==> config.mk <==
export PLATFORM = sky130hd
export DESIGN_NAME = dmem_ctrl
export DESIGN_NICKNAME = d
export VERILOG_FILES = /design/src/rtl/dmem_ctrl.sv
export SDC_FILE = /design/constraint.sdc
export NUM_CORES = 1
export LEC_CHECK = 0
export CAP_MARGIN = 20
export CELL_PAD_IN_SITES_DETAIL_PLACEMENT = 0
export CELL_PAD_IN_SITES_GLOBAL_PLACEMENT = 1
export CORE_MARGIN = 2
export CORE_UTILIZATION = 23
export CTS_BUF_LIST = sky130_fd_sc_hd__clkbuf_8
export CTS_CLUSTER_SIZE = 40
export DETAILED_ROUTE_END_ITERATION = 8
export GPL_TIMING_DRIVEN = 0
export PLACE_DENSITY_LB_ADDON = 0.1
export SETUP_SLACK_MARGIN = 0.1
export SYNTH_ARGS = -nofsm -noshare
export SYNTH_HDL_FRONTEND = slang
export SYNTH_SLANG_ARGS = --single-unit
==> constraint.sdc <==
create_clock -name i_clk -period 3.25 [get_ports i_clk]
set_input_delay 0.65 -clock i_clk [delete_from_list [all_inputs] [get_ports i_clk]]
set_output_delay 0.65 -clock i_clk [all_outputs]
set_load 0.005 [all_outputs]
==> src/rtl/dmem_ctrl.sv <==
// Data-SRAM sequencer: arbitrates the MEM-stage load/store port and an aux word port onto one
// single-port word SRAM, with read-modify-write for sub-word stores and load extraction/extension.
module dmem_ctrl #(
    parameter int unsigned AW         = 30,
    parameter int unsigned STARVE_MAX = 4
) (
    input  logic          i_clk,
    input  logic          i_rst_n,
    input  logic          i_core_req,
    input  logic          i_core_we,
    input  logic [2:0]    i_core_funct3,
    input  logic [31:0]   i_core_addr,
    input  logic [31:0]   i_core_wdata,
    output logic          o_core_stall,
    output logic          o_core_rvalid,
    output logic [31:0]   o_core_rdata,
    output logic          o_core_err,
    input  logic          i_aux_req,
    input  logic          i_aux_we,
    input  logic [31:0]   i_aux_addr,
    input  logic [31:0]   i_aux_wdata,
    output logic          o_aux_gnt,
    output logic          o_aux_rvalid,
    output logic [31:0]   o_aux_rdata,
    output logic          o_mem_en,
    output logic          o_mem_we,
    output logic [AW-1:0] o_mem_addr,
    output logic [31:0]   o_mem_wdata,
    input  logic [31:0]   i_mem_rdata
);

    localparam int unsigned CW = (STARVE_MAX < 1) ? 1 : $clog2(STARVE_MAX + 1);

    typedef enum logic [2:0] {
        IDLE,
        CORE_RD,
        RMW_RD,
        RMW_WR,
        AUX_RD
    } state_t;

    state_t        state_q, state_d;
    logic [CW-1:0] starve_q, starve_d;
    logic [31:0]   rmw_word_q;

    logic          core_illegal;
    logic          word_store;
    logic          sub_store;
    logic          aux_win;
    logic [7:0]    byte_sel;
    logic [15:0]   half_sel;
    logic [31:0]   load_data;
    logic [31:0]   merged;

    logic          stall_c, rvalid_c, err_c, gnt_c, aux_rvalid_c, mem_en_c, mem_we_c;
    logic [31:0]   rdata_c, aux_rdata_c, mem_wdata_c;
    logic [AW-1:0] mem_addr_c;

    // Address bits below word granularity are meaningless on the word-only aux port.
    logic          unused_aux_lsb;
    assign unused_aux_lsb = ^i_aux_addr[1:0];

    always_ff @(posedge i_clk) begin
        if (!i_rst_n) begin
            state_q    <= IDLE;
            starve_q   <= '0;
            rmw_word_q <= '0;
        end else begin
            state_q  <= state_d;
            starve_q <= starve_d;
            if (state_q == RMW_RD) begin
                rmw_word_q <= i_mem_rdata;
            end
        end
    end

    // Alignment and funct3 legality of the core request.
    always_comb begin
        core_illegal = 1'b0;
        case (i_core_funct3)
            3'b000, 3'b100: core_illegal = 1'b0;
            3'b001, 3'b101: core_illegal = i_core_addr[0];
            3'b010:         core_illegal = |i_core_addr[1:0];
            default:        core_illegal = 1'b1;
        endcase
        if (i_core_we && (i_core_funct3 > 3'b010)) begin
            core_illegal = 1'b1;
        end
    end

    assign word_store = i_core_we && (i_core_funct3 == 3'b010);
    assign sub_store  = i_core_we && (i_core_funct3[2:1] == 2'b00);
    assign aux_win    = i_aux_req && (!i_core_req || (starve_q == CW'(STARVE_MAX)));

    // Load lane extraction and extension.
    assign byte_sel = 8'(i_mem_rdata >> {i_core_addr[1:0], 3'b000});
    assign half_sel = 16'(i_mem_rdata >> {i_core_addr[1], 4'b0000});

    always_comb begin
        case (i_core_funct3)
            3'b000:  load_data = {{24{byte_sel[7]}}, byte_sel};
            3'b001:  load_data = {{16{half_sel[15]}}, half_sel};
            3'b010:  load_data = i_mem_rdata;
            3'b100:  load_data = {24'h0, byte_sel};
            3'b101:  load_data = {16'h0, half_sel};
            default: load_data = '0;
        endcase
    end

    // Sub-word store merge into the word captured during RMW_RD.
    always_comb begin
        merged = rmw_word_q;
        if (i_core_funct3[0]) begin
            merged[{i_core_addr[1], 4'b0000} +: 16] = i_core_wdata[15:0];
        end else begin
            merged[{i_core_addr[1:0], 3'b000} +: 8] = i_core_wdata[7:0];
        end
    end

    always_comb begin
        state_d      = state_q;
        starve_d     = starve_q;
        stall_c      = 1'b0;
        rvalid_c     = 1'b0;
        rdata_c      = '0;
        err_c        = 1'b0;
        gnt_c        = 1'b0;
        aux_rvalid_c = 1'b0;
        aux_rdata_c  = '0;
        mem_en_c     = 1'b0;
        mem_we_c     = 1'b0;
        mem_addr_c   = '0;
        mem_wdata_c  = '0;
        case (state_q)
            IDLE: begin
                stall_c = i_core_req;
                if (aux_win) begin
                    gnt_c      = 1'b1;
                    starve_d   = '0;
                    mem_en_c   = 1'b1;
                    mem_we_c   = i_aux_we;
                    mem_addr_c = i_aux_addr[AW+1:2];
                    if (i_aux_we) begin
                        mem_wdata_c = i_aux_wdata;
                    end else begin
                        state_d = AUX_RD;
                    end
                end else if (i_core_req) begin
                    if (i_aux_req && (starve_q < CW'(STARVE_MAX))) begin
                        starve_d = starve_q + CW'(1);
                    end
                    if (core_illegal) begin
                        err_c   = 1'b1;
                        stall_c = 1'b0;
                    end else if (word_store) begin
                        stall_c     = 1'b0;
                        mem_en_c    = 1'b1;
                        mem_we_c    = 1'b1;
                        mem_addr_c  = i_core_addr[AW+1:2];
                        mem_wdata_c = i_core_wdata;
                    end else begin
                        mem_en_c   = 1'b1;
                        mem_addr_c = i_core_addr[AW+1:2];
                        state_d    = sub_store ? RMW_RD : CORE_RD;
                    end
                end
            end
            CORE_RD: begin
                rvalid_c = 1'b1;
                rdata_c  = load_data;
                state_d  = IDLE;
            end
            RMW_RD: begin
                stall_c = i_core_req;
                state_d = RMW_WR;
            end
            RMW_WR: begin
                mem_en_c    = 1'b1;
                mem_we_c    = 1'b1;
                mem_addr_c  = i_core_addr[AW+1:2];
                mem_wdata_c = merged;
                state_d     = IDLE;
            end
            AUX_RD: begin
                aux_rvalid_c = 1'b1;
                aux_rdata_c  = i_mem_rdata;
                stall_c      = i_core_req;
                state_d      = IDLE;
            end
            default: state_d = IDLE;
        endcase
    end

    // Reset forces every output low, so an interrupted RMW_WR never reaches the SRAM.
    assign o_core_stall  = i_rst_n & stall_c;
    assign o_core_rvalid = i_rst_n & rvalid_c;
    assign o_core_rdata  = {32{i_rst_n}} & rdata_c;
    assign o_core_err    = i_rst_n & err_c;
    assign o_aux_gnt     = i_rst_n & gnt_c;
    assign o_aux_rvalid  = i_rst_n & aux_rvalid_c;
    assign o_aux_rdata   = {32{i_rst_n}} & aux_rdata_c;
    assign o_mem_en      = i_rst_n & mem_en_c;
    assign o_mem_we      = i_rst_n & mem_we_c;
    assign o_mem_addr    = {AW{i_rst_n}} & mem_addr_c;
    assign o_mem_wdata   = {32{i_rst_n}} & mem_wdata_c;

endmodule
==> flow_summary_export.csv <==
group,metric,value,unit
run_status,status,"finished clean",
floorplan,initial_core_util,23.5,%
min_path,hold_class,"flop to flop",
cts,ctsHoldBuffers,0,
worst_setup_path,critPathArrivalTime,2.57,ns
timing,fin_hold_ws,0.465,ns
floorplan,die_area,0.0187,sq mm
cts,tritoncts,"yes",
routing,drtIter0Drc,323,
timing,setup_viol,0,
worst_setup_path,crit_required,2.60,ns
cells_and_area,num_antenna_cells,0,
worst_setup_path,r2r_slack,1.41,ns
worst_setup_path,rr_endpoint,"rmw_word_q[4]$_SDFFE_PN0N_",
cts,path_clk_slew,0.07,ns
timing,rsz0062_at_grt,"yes",
timing,clock_skew,0.00275,ns
floorplan,fp.dieW,137,microns
cts,cts_buffers,5,
timing,tightestPinTransition,0.711,ns
place,post-dp-hpwl,18000,microns
power,p_total,0.00158,W
synth,synth-edff-count,0,
timing,fin_tns_setup,0,ns
synth,synth_warnings,0,
routing,viasPerCell,5.21,
worst_setup_path,ff2ff_path_depth,6,
synth,synth-seq-cells,38,
grt,antenna_found_initial,0,
routing,drc_errors,0,
routing,drt-met1-wl,10000,microns
routing,wl_met3,2030,microns
synth,ys_seq_area_share,18.8,%
power,powerDensity,191,mW/mm^2
min_path,whs_path_depth,2,
worst_setup_path,crit_fanout,7,
routing,routed_wl,23100,microns
worst_setup_path,end_kind,"output pin",
power,ir_worst_vdd,128,uV
run,maxCapViolCount,0,
cells_and_area,drive_above_1_share,26.5,%
timing,final_hold_viol_count,0,
synth,synth.area.top_cells,"dfxtp_1, nand2_1, a21boi_0",
synth,postSynth.asyncResetShare,0,%
synth,synth_flop_cell,"dfxtp_1",
cts,insertion_delay,0.29,ns
cts,htreeDepth,2,
routing,vias,5789,
synth,synth.distinct_cells,57,
timing,max_clock_freq,311,MHz
worst_setup_path,start_kind,"input port",
grt,grt_max_degree,12,
grt,grt_pass1_vias,5893,
floorplan,rows,48,
floorplan,die_y,137,microns
cells_and_area,syn2layout_area_growth,103,%
synth,synth_area_per_cell,7.59,sq um
timing,fin_crit,3.22,ns
place,place_ws,-1.70,ns
floorplan,ios,302,
synth,yosys.area.top_type,"dfxtp_1",
synth,syn-cell-area,0.00405,sq mm
cells_and_area,nets,1062,
routing,top_layer,"met4",
synth,synth_top_area_share,18.8,%
synth,syn_inst,534,
routing,drtAntennaViolNets,0,
routing,post_drt_wl_per_cell,20.8,microns
synth,synth_fp_nets,710,
cts,clockBufferDepth,2,
cts,cts_root_buf,"clkbuf_8",
routing,drtPass1Iterations,5,
power,p_leak,3.38,nW
min_path,min_from,"rmw_word_q[0]$_SDFFE_PN0N_",
floorplan,core_area,0.0172,sq mm
min_path,whs_endpoint,"rmw_word_q[0]$_SDFFE_PN0N_",
place,port-buffer-count,298,
place,gp_congestion,0.874,
worst_setup_path,crit_type,"input port to output pin",
timing,timing.slew.headroom,52.6,%
timing,worst_slack,0.0308,ns
timing,period_share,99.1,%
worst_setup_path,r2r-start,"state_q[1]$_SDFFE_PN0P_",
timing,maxSlewViolCount,0,
grt,grtUsageTotal,23.2,%
routing,routed-wl-met2,10700,microns
grt,grt_pass1_wl,33400,microns
grt,overflow,0,
cts,clock_sink_count,38,
[how the worst max path moves through the flow]
stage              startpoint         endpoint  slack, ns  cells past startpoint
2_1_floorplan  i_core_addr[1]  o_mem_wdata[31]       0.17                      9
3_3_place_gp   i_core_addr[1]  o_mem_wdata[31]      -1.70                     11
3_5_place_dp   i_core_addr[1]  o_mem_wdata[31]      -1.70                     11
4_1_cts        i_core_addr[1]  o_mem_wdata[27]       0.03                     12
5_1_grt        i_core_addr[1]  o_mem_wdata[11]      -0.02                     12
6_report       i_core_addr[1]  o_mem_wdata[23]       0.03                     11
[power by group]
part           internal (W)  switching (W)
sequential         0.000474     0.00000833
clock              0.000245       0.000161
combinational      0.000382       0.000306
total               0.00110       0.000476
[cells in the mapped netlist, drive strengths merged, types with 2 or more instances]
cell    count
nor2b       5
nor4        2
nor4b       3
o21ai      10
a221oi     18
a22o       30
nand2b      3
inv        17
buf        22
ha          7
a21o        2
or3         2
a21oi      29
nand2      93
mux2        7
a31oi       2
a211oi     19
a21boi     35
clkbuf     25
a222oi      8
nor3b       2
a22oi      16
dfxtp      38
nor2       21
or3b        3
a32o        9
nor3       10
mux2i      20
a221o      24
o31ai       3
nand3       2
and2       33
[flip-flops by register name (all words and copies together) (netlist names)]
register and cells:
rmw_word_q 32, starve_q 3, state_q 3
[stage by stage]
stage,cells,instance area [sq um],util [%]
finish,1111,8240,47.8
global placement,1057,7320,42.5
global route,1111,8240,47.8
detailed placement,1057,7320,42.5
floorplan,534,4050,-
CTS,1100,8080,46.9
[cell families after synthesis]
logic type	after synthesis	share of synthesized area, %
multiplexers	27	6.88
AND/OR/NAND/NOR	187	23.3
adder cells (fa/ha/maj)	7	2.16
flip-flops	38	18.8
buffers and inverters	64	7.72
AO/OA/AOI/OAI	211	41.2
[routing by layer]
| metal | vias up | GRT usage (%) |
|---|---|---|
| li1 | 2747 | - |
| met3 | 24 | 5.19 |
| met4 | 0 | 6.08 |
| met2 | 286 | 39.2 |
| met5 | - | 0 |
| met1 | 2732 | 29.8 |
[cells in the final DEF, fill, tap and decap left out, drive strengths merged, types with 3 or more instances in the layout]
cell type,netlist,routed
buf,22,109
nor3,10,10
a221o,24,24
clkbuf,25,42
a221oi,18,18
o31ai,3,3
clkdlybuf4s50,0,211
ha,7,7
a21boi,35,35
mux2,7,7
a21oi,29,29
a211oi,19,19
and2,33,33
clkdlybuf4s15,0,8
dlygate4sd2,0,17
nand2b,3,3
or3b,3,3
clkinvlp,0,3
o21ai,10,10
nor2,21,21
nor4b,3,3
a222oi,8,8
mux2i,20,20
a22oi,16,16
inv,17,14
dlymetal6s2s,0,11
a32o,9,9
nand2,93,93
dfxtp,38,38
nor2b,5,5
a22o,30,30
[layout make-up]
cell class | instances | area [sq um]
inverters | 17 | 75.1
plain buffers | 47 | 344
clock inverters | 1 | 30.0
fillers | 1701 | 9000
repair buffers | 345 | 3190
flip-flops and latches | 38 | 762
well taps | 225 | 282
multi-input cells | 432 | 3480
clock buffers | 6 | 82.6
[worst max-delay path, stage by stage]
cell and delay [ns]:
buf_12 0.11, buf_12 0.12, buf_12 0.11, clkinvlp_4 0.12, ha_4 0.22, nor2_1 0.06
a32o_2 0.33, buf_6 0.14, a32o_1 0.24, a221o_1 0.26, clkdlybuf4s15_2 0.21
[what timing repair did]
action,CTS,global route
buffers inserted,35,12
pin swaps,48,37
cloned,1,0
endpoints found under the setup margin,132,82
resized for setup,285,114
No activity file was read; power rests on OpenSTA's default activity.
